<file path="config.mk">
export PLATFORM = sky130hd
export DESIGN_NAME = uart_rx_ctl
export DESIGN_NICKNAME = d
export VERILOG_FILES = /design/src/rtl/uart_pkg.sv /design/src/rtl/uart_baud_tick.sv /design/src/rtl/uart_rx_ctl.sv
export SDC_FILE = /design/constraint.sdc
export NUM_CORES = 1
export LEC_CHECK = 0
export BUFFER_PORTS_ARGS = -buffer_cell sky130_fd_sc_hd__buf_2
export CAP_MARGIN = 20
export CORE_MARGIN = 3
export CORE_UTILIZATION = 35
export CTS_CLUSTER_DIAMETER = 60
export DETAILED_ROUTE_END_ITERATION = 12
export SLEW_MARGIN = 20
export SYNTH_ARGS = -nofsm -noshare
export SYNTH_HDL_FRONTEND = slang
export SYNTH_HIERARCHICAL = 1
export SYNTH_SLANG_ARGS = --single-unit
</file>
<file path="constraint.sdc">
create_clock -name clk -period 2.36 [get_ports clk]
set_input_delay 0.354 -clock clk [delete_from_list [all_inputs] [get_ports clk]]
set_output_delay 0.354 -clock clk [all_outputs]
set_load 0.05 [all_outputs]
</file>
<file path="src/rtl/uart_pkg.sv">
// Shared UART definitions: FSM states, frame constants and the baud divider
// helper. The transmitter uses the same package.
package uart_pkg;

    typedef enum logic [2:0] {
        IDLE  = 3'd0,
        START = 3'd1,
        DATA  = 3'd2,
        STOP  = 3'd3,
        BRK   = 3'd4
    } uart_state_e;

    localparam logic START_BIT  = 1'b0;
    localparam logic STOP_BIT   = 1'b1;
    localparam int   DATA_BITS  = 8;
    localparam int   OVERSAMPLE = 16;

    // Clocks per oversample tick, rounded to nearest.
    function automatic int calc_div(input int clk_freq, input int baud, input int os);
        return (clk_freq + (baud * os) / 2) / (baud * os);
    endfunction

endpackage

</file>
<file path="src/rtl/uart_baud_tick.sv">
// Oversample tick generator: one-clock pulse every DIV clocks. clr restarts the
// count so the first tick lands exactly DIV clocks later (tie low if unused).
module uart_baud_tick #(
    parameter int CLK_FREQ   = 50000000,
    parameter int BAUD       = 115200,
    parameter int OVERSAMPLE = 16
) (
    input  logic clk,
    input  logic rst,
    input  logic clr,
    output logic tick
);
    import uart_pkg::*;

    localparam int DIV = calc_div(CLK_FREQ, BAUD, OVERSAMPLE);
    localparam int CW  = (DIV > 1) ? $clog2(DIV) : 1;
    localparam logic [CW-1:0] CNT_MAX = CW'(DIV - 1);

    logic [CW-1:0] cnt_q, cnt_d;

    // Next count: wrap at DIV-1, forced to zero on clr.
    always_comb begin
        cnt_d = cnt_q + 1'b1;
        if (clr || (cnt_q == CNT_MAX)) begin
            cnt_d = '0;
        end
    end

    // Count register.
    always_ff @(posedge clk) begin
        if (rst) begin
            cnt_q <= '0;
        end else begin
            cnt_q <= cnt_d;
        end
    end

    assign tick = (cnt_q == CNT_MAX) && !clr;

endmodule

</file>
<file path="src/rtl/uart_rx_ctl.sv">
// 8N1 UART receiver with 16x oversampling and mid-bit sampling. Presents each
// byte with a ready flag, a one-cycle framing-error pulse and a sticky overrun.
module uart_rx_ctl #(
    parameter int CLK_FREQ   = 50000000,
    parameter int BAUD       = 115200,
    parameter int OVERSAMPLE = 16
) (
    input  logic       clk,
    input  logic       rst,
    input  logic       rxd,
    input  logic       rd,
    output logic [7:0] data,
    output logic       rx_rdy,
    output logic       frame_err,
    output logic       overrun
);
    import uart_pkg::*;

    // Sample points within a bit: mid-bit for the start bit, then every full bit.
    localparam logic [3:0] S_MID  = 4'(uart_pkg::OVERSAMPLE / 2 - 1);
    localparam logic [3:0] S_LAST = 4'(uart_pkg::OVERSAMPLE - 1);
    localparam logic [2:0] BIT_LAST = 3'(DATA_BITS - 1);

    uart_state_e state_q, state_d;

    logic       rxd_meta_q, rxs_q;
    logic [3:0] s_q, s_d;
    logic [2:0] bit_q, bit_d;
    logic [7:0] shift_q, shift_d;
    logic [7:0] data_q, data_d;
    logic       rx_rdy_q, rx_rdy_d;
    logic       overrun_q, overrun_d;
    logic       frame_err_q, frame_err_d;

    logic tick;
    logic clr_tick, mid_sample, bit_sample, stop_sample;
    logic byte_done, stop_bad;

    uart_baud_tick #(
        .CLK_FREQ   (CLK_FREQ),
        .BAUD       (BAUD),
        .OVERSAMPLE (OVERSAMPLE)
    ) u_baud_tick (
        .clk  (clk),
        .rst  (rst),
        .clr  (clr_tick),
        .tick (tick)
    );

    // State register.
    always_ff @(posedge clk) begin
        if (rst) begin
            state_q <= IDLE;
        end else begin
            state_q <= state_d;
        end
    end

    // Next-state logic.
    always_comb begin
        state_d = state_q;
        unique case (state_q)
            IDLE:  if (rxs_q == START_BIT) state_d = START;
            START: if (tick && (s_q == S_MID))
                       state_d = (rxs_q == START_BIT) ? DATA : IDLE;
            DATA:  if (tick && (s_q == S_LAST) && (bit_q == BIT_LAST))
                       state_d = STOP;
            STOP:  if (tick && (s_q == S_LAST))
                       state_d = (rxs_q == STOP_BIT) ? IDLE : BRK;
            BRK:   if (rxs_q == STOP_BIT) state_d = IDLE;
            default: state_d = IDLE;
        endcase
    end

    // FSM strobes: tick alignment and the sample points.
    always_comb begin
        clr_tick    = (state_q == IDLE) && (rxs_q == START_BIT);
        mid_sample  = (state_q == START) && tick && (s_q == S_MID);
        bit_sample  = (state_q == DATA) && tick && (s_q == S_LAST);
        stop_sample = (state_q == STOP) && tick && (s_q == S_LAST);
        byte_done   = stop_sample && (rxs_q == STOP_BIT);
        stop_bad    = stop_sample && (rxs_q != STOP_BIT);
    end

    // Datapath next values: counters, shift register and host-side status.
    always_comb begin
        s_d         = s_q;
        bit_d       = bit_q;
        shift_d     = shift_q;
        data_d      = data_q;
        rx_rdy_d    = rx_rdy_q;
        overrun_d   = overrun_q;
        frame_err_d = stop_bad;

        // Restarting s at the start-bit midpoint keeps later samples mid-bit.
        if ((state_q == IDLE) || mid_sample) begin
            s_d = '0;
        end else if (tick) begin
            s_d = s_q + 1'b1;
        end

        if (state_q != DATA) begin
            bit_d = '0;
        end else if (bit_sample) begin
            bit_d = bit_q + 1'b1;
        end

        // LSB arrives first, so shift right with new bits entering at the MSB.
        if (bit_sample) begin
            shift_d = {rxs_q, shift_q[7:1]};
        end

        if (rd && rx_rdy_q) begin
            rx_rdy_d  = 1'b0;
            overrun_d = 1'b0;
        end

        // A new byte always wins; it only counts as overrun if nobody read the old one.
        if (byte_done) begin
            data_d   = shift_q;
            rx_rdy_d = 1'b1;
            if (rx_rdy_q && !rd) begin
                overrun_d = 1'b1;
            end
        end
    end

    // Synchroniser and datapath registers.
    always_ff @(posedge clk) begin
        if (rst) begin
            rxd_meta_q  <= 1'b1;
            rxs_q       <= 1'b1;
            s_q         <= '0;
            bit_q       <= '0;
            shift_q     <= '0;
            data_q      <= '0;
            rx_rdy_q    <= 1'b0;
            overrun_q   <= 1'b0;
            frame_err_q <= 1'b0;
        end else begin
            rxd_meta_q  <= rxd;
            rxs_q       <= rxd_meta_q;
            s_q         <= s_d;
            bit_q       <= bit_d;
            shift_q     <= shift_d;
            data_q      <= data_d;
            rx_rdy_q    <= rx_rdy_d;
            overrun_q   <= overrun_d;
            frame_err_q <= frame_err_d;
        end
    end

    assign data      = data_q;
    assign rx_rdy    = rx_rdy_q;
    assign frame_err = frame_err_q;
    assign overrun   = overrun_q;

endmodule

</file>
==> flow_summary.toml, run 1 <==
[outcome]
status = "finished clean"

[clocking]
path_clk_slew_ps = 70
cts_buffers = 5
cts-root-buf = "clkbuf_8"
cts_tree = "built"
post_cts_buffers = 0
clkSinkCount = 36
cts-hold-fix-buffers = 0
clk_latency_ps = 290
clock_path_buffers = 2
h-tree-depth = 2
post_cts_resized = 0

[worst_hold_path]
holdCritStartpoint = "rxd"
hold_class = "in2reg"

[timing]
timing.hold.ws_ps = 252
finalWorstSetupSlack_ps = 307
finalSetupViolations = 0
finalCriticalPeriod_ps = 2050
worstMarginPinSlew_ps = 495
rsz0062_at_grt = "no"
fin_worst_skew_ps = 7.40
setup_tns_ps = 0
finalMaxSlewViolations = 0
max_freq_mhz = 487
finalHoldViolCount = 0
fin_crit_sh_pct = 87.0
relSlewSlack_pct = 66.9

[critical_path]
crit_type = "reg2reg"
arrival_ps = 2220
cp_data_required_time_ps = 2520
rrSetupSlack_ps = 310
worst_setup_path_end_kind = "register"
crit_fanout = 10
worst_path_most_repeated_cell = "nor2_1"
slowest_stage = "nor3_4"
slowest_delay_ps = 460
r2r-start = "u_baud_tick/cnt_q[0]$_SDFF_PP0_"
crit_path_cell_trace = "inv_1, ha_1, nand4b_1, nor2_1, nand4_4, nor3_4, mux2i_1, nor2_1"
setup.worst_path.start = "u_baud_tick/cnt_q[0]$_SDFF_PP0_"
start_kind = "register"

[floorplan]
start_util_pct = 38.0
dieArea_sq_mm = 0.00496
chipWidth_microns = 70.5
rows = 22
boundaryPins = 15
core-area_sq_mm = 0.00383
die_y_microns = 70.5

[yosys]
synth_most_common_cell = "nor2_1"
synth_area_leaders = "dfxtp_1, mux2i_1, nor2_1, ha_1, xor2_1"
yosysTopAreaCell = "dfxtp_1"
synth_area_per_cell_sq_um = 10.1
synthesis.nets = 153
synth_top_area_share_pct = 49.6
synth_common_cells = "nor2_1, dfxtp_1, mux2i_1"
ys_warn_count = 6
yosysSeqAreaShare_pct = 49.6
syn_area_sq_mm = 0.00145
synth_edf_count = 0
synthArstFlopShare_pct = 0
ys_seq_elements = 36
synthDistinctLibCells = 31
synth_ff_type = "dfxtp_1"
synth_cells = 144

[global_route]
track_usage_pct = 11.4
antenna_found_initial = 0
grt_max_degree = 28
overflow = 0
grt_pass1_wl_mm = 4.49
grt_pass1_vias = 990

[cells_and_area]
nets = 171
fillers = 368
layout-drive-gt1-share_pct = 19.6
final_cells = 211
syn_to_final_growth_pct = 14.4
num_antenna_cells = 0

[placement]
dp_cells = 203
place_ws_ps = 300
place_hpwl_mm = 1.71
place.port_buffers = 14
gp_congestion = 0.761

[detailed_routing]
vias = 1005
wirelength_mm = 2.45
wl_per_cell_microns = 11.6
viasPerCell = 4.76
ant_nets = 0
first_pass_iters = 2
drc_errors = 0
initialDrtViolationCount = 41

[pwr]
vdd_ir_drop_max_mv = 0.443
power.static_leakage_nw = 0.666
cellPowerDensity_mw_per_mm2 = 645

[flow_run]
drv_cap = 0
## layer usage
| metal | wire, microns | track usage (%) | up-vias |
|---|---|---|---|
| met4 | 33 | 4.47 | 0 |
| met3 | 93 | 3.88 | 5 |
| met2 | 1110 | 17.8 | 13 |
| met5 | 0 | 0 | - |
| li1 | - | - | 525 |
| met1 | 1210 | 14.4 | 462 |
## where the power goes
part,switching [mW],total (mW),internal [mW]
Sequential,0.00556,0.620,0.614
Clock,0.215,0.421,0.205
Combinational,0.0192,0.0318,0.0126
Total,0.240,1.07,0.832
## logic make-up after synthesis
group,Yosys count,share of synthesized area (%)
AND/OR/NAND/NOR,59,20.8
AO/OA/AOI/OAI,7,3.01
flip-flops,36,49.6
XOR/XNOR,7,4.22
buffers and inverters,10,3.18
multiplexers,20,14.9
adder cells (fa/ha/maj),5,4.30
## stage by stage
stage               total power [mW]  util [%]  area (sq um)
floorplan                      0.657         -          1450
finish                          1.07      43.5          1660
detailed placement             0.666      41.2          1580
CTS                             1.09      43.5          1660
global placement               0.665      41.2          1580
global route                    1.13      43.5          1660
## critical path, delay by kind of cell, from the launching register on
kind / cells / cell delay (ps)
and+or+nand+nor: 5 / 1150
adders and majority gates: 1 / 140
DFF: 1 / 340
muxes: 1 / 240
buffers and inverters: 1 / 60
## cell type report
cell class | count | area (sq um) | share of cell area [%]
Clock inverter | 3 | 18.8 | 1.13
Clock buffer | 5 | 68.8 | 4.14
Sequential cell | 36 | 721 | 43.3
Inverter | 4 | 15.0 | 0.903
Tap cell | 48 | 60.1 | 3.61
Multi-Input combinational cell | 98 | 687 | 41.3
Timing Repair Buffer | 17 | 92.6 | 5.57
## layout by cell type (no fill, tap or decap)
| master | n |
|---|---|
| nor2_1 | 37 |
| nand2b_1 | 2 |
| clkinv_2 | 2 |
| and4b_2 | 1 |
| inv_1 | 4 |
| clkinv_4 | 1 |
| mux4_1 | 1 |
| o21ai_0 | 1 |
| nand4_1 | 1 |
| nor4_2 | 1 |
| nand2_2 | 1 |
| nor3b_1 | 1 |
| xor2_1 | 5 |
| nor4_1 | 1 |
| buf_2 | 14 |
| or2_2 | 2 |
| xnor2_1 | 2 |
| nor3_4 | 1 |
| nand3_1 | 2 |
| a21oi_1 | 3 |
| a211oi_1 | 1 |
| mux2i_1 | 19 |
| nor3_1 | 3 |
| ha_1 | 5 |
| nand4b_1 | 1 |
| nand4_4 | 1 |
| or3_1 | 1 |
| dfxtp_1 | 36 |
| buf_4 | 3 |
| o2111ai_1 | 1 |
| o31ai_1 | 1 |
| clkbuf_8 | 5 |
| nand2_1 | 3 |
## final timing paths
kind | end | depth (start not counted)
setup / recovery | shift_q[7]$_SDFFE_PP0P_ | 8
hold / removal | rxd_meta_q$_SDFF_PP1_ | 2
setup reg to reg | shift_q[7]$_SDFFE_PP0P_ | 8
hold reg to reg | rxs_q$_SDFF_PP1_ | 1
## state kept, by name, indices dropped and copies added, names as in the netlist, named ones only
register,flops
data,8
shift_q,8
u_baud_tick/cnt_q,5
s_q,4
bit_q,3
state_q,3
frame_err,1
rx_rdy,1
rxd_meta_q,1
rxs_q,1
Note: power is estimated with default switching activity, not from simulation.
==> run 2, diff against run 1 <==
==> constraint.sdc (replaced) <==
create_clock -name clk -period 2.2 [get_ports clk]
set_input_delay 0.33 -clock clk [delete_from_list [all_inputs] [get_ports clk]]
set_output_delay 0.33 -clock clk [all_outputs]
set_load 0.05 [all_outputs]
==> run 2 against run 1 <==
Clock-buffer cell count is 1 higher. Sequential cell count stayed put. Setup slack worse by 75 ps. Utilization is 1.1 points higher. Highest routed layer unchanged.
==> flow_summary.toml, run 2 (synthesis results as in run 1) <==
[outcome]
status = "finished clean"

[pwr]
comb_power_share_pct = 2.8
power.static_leakage_nw = 0.684
power_mw = 1.26
switching_share_pct = 19.8
p_sw_uw = 249
clkPwrFrac_pct = 44.4
cellPowerDensity_mw_per_mm2 = 738
power_frac_seq_pct = 52.8
internal-power_mw = 1.01
vdd_ir_drop_max_mv = 0.399

[worst_hold_path]
hold_class = "in2reg"

[timing]
setup_tns_ps = 0
finalHoldViolCount = 0
finalMaxSlewViolations = 0
fin_worst_skew_ps = 5.10
finalSetupViolations = 0
finalCriticalPeriod_ps = 1970
relSlewSlack_pct = 69.3
max_freq_mhz = 508
finalWorstSetupSlack_ps = 232
rsz0062_at_grt = "no"
worstMarginPinSlew_ps = 461
fin_crit_sh_pct = 89.5

[cells_and_area]
syn_to_final_growth_pct = 17.3
nets = 172
num_antenna_cells = 0
final_cell_area_sq_mm = 0.00171
layout-drive-gt1-share_pct = 20.1
layout_common_cells = "nor2_1, dfxtp_1, mux2i_1"
fillers = 367

[global_route]
antenna_found_initial = 0
overflow = 0
grt_pass1_vias = 991
grt_pass1_wl_mm = 4.15
grt_max_degree = 28
track_usage_pct = 10.4

[detailed_routing]
initialDrtViolationCount = 25
drc_errors = 0
vias = 1026
viasPerCell = 4.84
first_pass_iters = 4
ant_nets = 0
wirelength_mm = 2.34
wl_per_cell_microns = 11.0

[clocking]
clock_path_buffers = 2
cts_buffers = 5
cts-hold-fix-buffers = 0
clk_latency_ps = 280
path_clk_slew_ps = 70
cts-root-buf = "clkbuf_8"
clkSinkCount = 36
h-tree-depth = 2
cts_tree = "built"

[critical_path]
crit_fanout = 4
rrSetupSlack_ps = 230
crit_type = "reg2reg"
arrival_ps = 2120
start_kind = "register"
cp_data_required_time_ps = 2360
worst_setup_path_end_kind = "register"

[floorplan]
die_y_microns = 70.5
start_util_pct = 38.0
rows = 22
boundaryPins = 15
core-area_sq_mm = 0.00383
chipWidth_microns = 70.5
dieArea_sq_mm = 0.00496

[placement]
postPlaceCellArea_sq_mm = 0.00158
place_ws_ps = 109
place.port_buffers = 14
place_hpwl_mm = 1.67
gp_congestion = 0.715

[flow_run]
drv_cap = 0
run 2: repair_timing:
action | CTS | global route
buffers inserted | 0 | 1
setup endpoints to repair | 0 | 16
gates resized for setup | 0 | 1
run 2: critical path, cell delays in order (launching register included):
cell and delay [ps]:
dfxtp_1 330, inv_1 60, ha_1 140, nand4b_1 160, nor2_2 200, and4b_2 270, nand2_1 50, mux4_1 480
nor3b_1 150
run 2: final cells by class:
cell class | instances | area (sq um) | area share [%]
Inverter | 4 | 15.0 | 0.880
Tap cell | 48 | 60.1 | 3.52
Clock buffer | 6 | 72.6 | 4.26
Multi-Input combinational cell | 98 | 689 | 40.4
Sequential cell | 36 | 721 | 42.3
Clock inverter | 2 | 35.0 | 2.05
Timing Repair Buffer | 18 | 113 | 6.60
run 2: path summary, 6_finish.rpt:
kind / from / to / cells past startpoint
min: rxd / rxd_meta_q$_SDFF_PP1_ / 2
max reg2reg: u_baud_tick/cnt_q[0]$_SDFF_PP0_ / state_q[0]$_SDFFE_PP0P_ / 8
max: u_baud_tick/cnt_q[0]$_SDFF_PP0_ / state_q[0]$_SDFFE_PP0P_ / 8
min reg2reg: rxd_meta_q$_SDFF_PP1_ / rxs_q$_SDFF_PP1_ / 1
run 2: per-layer routing:
metal	vias to the layer above	global-route usage, %	wire (microns)
li1	529	-	-
met1	482	12.8	1150
met2	13	16.2	1090
met3	2	3.45	87
met4	0	5.11	9
met5	-	0	0
run 2: through the flow:
step	instances	hold slack [ps]	utilization (%)
after detailed placement	203	400	41.2
final	212	236	44.6
after floorplan	144	389	-
after CTS	211	223	44.0
after global routing	212	225	44.6
after global placement	203	403	41.2
run 2: power by group through the flow:
| stage | clock (mW) | sequential, mW | combinational (mW) |
|---|---|---|---|
| 3_5_place_dp | 0 | 0.679 | 0.0350 |
| 5_1_grt | 0.605 | 0.665 | 0.0399 |
| 4_1_cts | 0.578 | 0.664 | 0.0350 |
| 2_1_floorplan | 0 | 0.678 | 0.0269 |
| 3_3_place_gp | 0 | 0.679 | 0.0337 |
| 6_report | 0.558 | 0.664 | 0.0353 |
==> run 3, diff against run 2 <==
--- a/config.mk
+++ b/config.mk
@@ -5,12 +5,14 @@
 export SDC_FILE = /design/constraint.sdc
 export NUM_CORES = 1
 export LEC_CHECK = 0
+export ABC_AREA = 1
 export BUFFER_PORTS_ARGS = -buffer_cell sky130_fd_sc_hd__buf_2
 export CAP_MARGIN = 20
 export CORE_MARGIN = 3
 export CORE_UTILIZATION = 35
 export CTS_CLUSTER_DIAMETER = 60
 export DETAILED_ROUTE_END_ITERATION = 12
+export PLACE_DENSITY = 0.52
 export SLEW_MARGIN = 20
 export SYNTH_ARGS = -nofsm -noshare
 export SYNTH_HDL_FRONTEND = slang
==> run 3 against run 2 <==
Critical path depth stayed put. Sequential share of layout area is 1.6 points lower. Via count is 20% higher. Non-clock buffer count is 2 higher. Sequential cell count stayed put. Utilization is 1.2 points lower. Synthesized area is 4.1% higher. Wire length is 22% higher. Synthesized cell count is 37% higher. Clock skew is 4.8 ps higher. Critical endpoint is now data[6]$_SDFFE_PP0P_. Largest cell class unchanged.
==> flow_summary.toml, run 3 <==
[global_route]
grt_pass1_wl_mm = 4.97
antenna_found_initial = 0
overflow = 0
grt_max_degree = 12
grt_pass1_vias = 1129
track_usage_pct = 12.2

[cells_and_area]
register_area_sq_um = 721
multiInputGateArea_sq_um = 709
final_cell_area_sq_mm = 0.00177
nets = 229
fillers = 424
layout_common_cells = "nor2_1, dfxtp_1, nand2_1"
fin_util_pct = 43.4
syn_to_final_growth_pct = 17.0
final_cells = 271
num_antenna_cells = 0
layout-drive-gt1-share_pct = 18.6
final_common_cell = "nor2_1"

[critical_path]
slowest_stage = "dfxtp_1"
crit_fanout = 10
crit_path_cell_trace = "nor2_2, nand2_1, nor2_1, nor2_2, nand4_4, nor3_4, o21ai_0, nor2_1"
path_buf_inv = 0
setup.worst_path.start = "state_q[2]$_SDFFE_PP0P_"
arrival_ps = 2120
cp_data_required_time_ps = 2430
slowest_delay_ps = 450
crit_type = "reg2reg"
start_kind = "register"
critical-path-top-delay-family = "simple AND/OR/NAND/NOR gates"
worst_setup_path_end_kind = "register"
r2r-start = "state_q[2]$_SDFFE_PP0P_"

[worst_hold_path]
holdCritStartpoint = "rxd"
hold_class = "in2reg"

[yosys]
synth_area_leaders = "dfxtp_1, nor2_1, nand2_1, o21ai_0, ha_1"
synth_cells = 197
yosys.area_share.adder_pct = 4.13
synthDistinctLibCells = 25
synth_most_common_cell = "nor2_1"
ys_warn_count = 6
synth_top_family_by_area = "simple AND/OR/NAND/NOR gates"
yosysSeqAreaShare_pct = 47.6
synth_area_per_cell_sq_um = 7.69
synth_ff_type = "dfxtp_1"
muxShareOfSynthArea_pct = 0.661
ys_seq_elements = 36
synthArstFlopShare_pct = 0
synth_common_cells = "nor2_1, dfxtp_1, nand2_1"
synthesis.nets = 206
syn_area_sq_mm = 0.00151
synth_top_area_share_pct = 47.6
synth_compound_area_share_pct = 7.60
synth-simple-area-share_pct = 33.1
synth_edf_count = 0
synth-xor-area-share_pct = 1.16
yosysTopAreaCell = "dfxtp_1"

[detailed_routing]
first_pass_iters = 4
wirelength_mm = 2.85
ant_nets = 0
wl_per_cell_microns = 10.5
viasPerCell = 4.56
initialDrtViolationCount = 68
drc_errors = 0
vias = 1235

[floorplan]
start_util_pct = 37.0
die_y_microns = 71.8
rows = 23
chipWidth_microns = 71.8
boundaryPins = 15
dieArea_sq_mm = 0.00515
core-area_sq_mm = 0.00409

[placement]
postPlaceCellArea_sq_mm = 0.00165
gp_congestion = 0.735
place.port_buffers = 14
place_hpwl_mm = 1.99
dp_cells = 261

[timing]
fin_worst_skew_ps = 9.90
finalHoldViolCount = 0
max_freq_mhz = 527
worstMarginPinSlew_ps = 435
finalSetupViolations = 0
relSlewSlack_pct = 70.9
rsz0062_at_grt = "no"
setup_tns_ps = 0
finalCriticalPeriod_ps = 1900
fin_crit_sh_pct = 86.2
finalMaxSlewViolations = 0

[clocking]
cts-root-buf = "clkbuf_8"
cts-hold-fix-buffers = 0
cts_tree = "built"
cts_buffers = 5
clock_path_buffers = 2
clk_latency_ps = 290
clkSinkCount = 36
path_clk_slew_ps = 70
h-tree-depth = 2

[pwr]
cellPowerDensity_mw_per_mm2 = 869
vdd_ir_drop_max_mv = 0.360
power.static_leakage_nw = 0.889

[flow_run]
drv_cap = 0

[outcome]
status = "finished clean"
[run 3: cell types whose count changed in the layout (fill, tap and decap cells not counted), moves of 2 or more]
cell	previous run	this run
o21ai_1	0	2
buf_4	3	6
o21ai_0	1	14
nand3_1	2	6
xor2_1	5	1
nand2_1	3	28
inv_1	4	14
nand4_1	1	4
nand2b_1	2	0
nor2_2	1	4
nor2_1	36	58
nand2_2	1	3
mux2i_1	19	1
[run 3: repair_timing]
action,CTS,global route
resized for setup,0,1
buffers inserted,0,2
endpoints found under the setup margin,0,15
[run 3: layout make-up]
type / instances / share of cell area, %
Sequential cell: 36 / 40.7
Multi-Input combinational cell: 142 / 40.0
Timing Repair Buffer: 20 / 6.50
Clock buffer: 6 / 4.10
Tap cell: 50 / 3.53
Inverter: 15 / 3.18
Clock inverter: 2 / 1.98
[run 3: power by group]
group | switching (mW) | total (mW) | internal [mW] | leakage (nW)
Sequential | 0.0241 | 0.703 | 0.678 | 0.291
Clock | 0.230 | 0.566 | 0.336 | 0.0552
Combinational | 0.178 | 0.271 | 0.0936 | 0.543
[run 3: kinds of logic after synthesis]
family	count (synthesis)
AND/OR/NAND/NOR	112
adder cells (fa/ha/maj)	5
buffers and inverters	19
AO/OA/AOI/OAI	22
multiplexers	1
XOR/XNOR	2
flip-flops	36
[run 3: worst register-to-register path, cell delays in order (launching register included)]
cell     delay [ps]
dfxtp_1         450
nor2_2          110
nand2_1          90
nor2_1           60
nor2_2          280
nand4_4         210
nor3_4          400
o21ai_0         150
nor2_1          100
[run 3: stage by stage]
| stage | setup WS, ps | hold slack (ps) | power, mW |
|---|---|---|---|
| floorplan | 428 | 389 | 0.944 |
| global placement | 88.7 | 394 | 0.994 |
| detailed placement | 80.6 | 404 | 0.989 |
| CTS | 70.0 | 212 | 1.56 |
| global route | 69.4 | 223 | 1.62 |
| finish | 304 | 223 | 1.54 |
[run 3: layer usage]
metal,GRT usage (%),part of all wire (%),up-vias
met5,0,0,-
met4,5.64,1.7,0
met3,3.37,2.9,6
met2,17.0,40,15
met1,17.4,56,541
li1,-,-,673
[run 3: path summary, 6_finish.rpt]
check	end	slack, ps	cells past startpoint
setup reg to reg	data[6]$_SDFFE_PP0P_	300	8
setup / recovery	data[6]$_SDFFE_PP0P_	300	8
hold reg to reg	rxs_q$_SDFF_PP1_	420	1
hold / removal	rxd_meta_q$_SDFF_PP1_	220	2
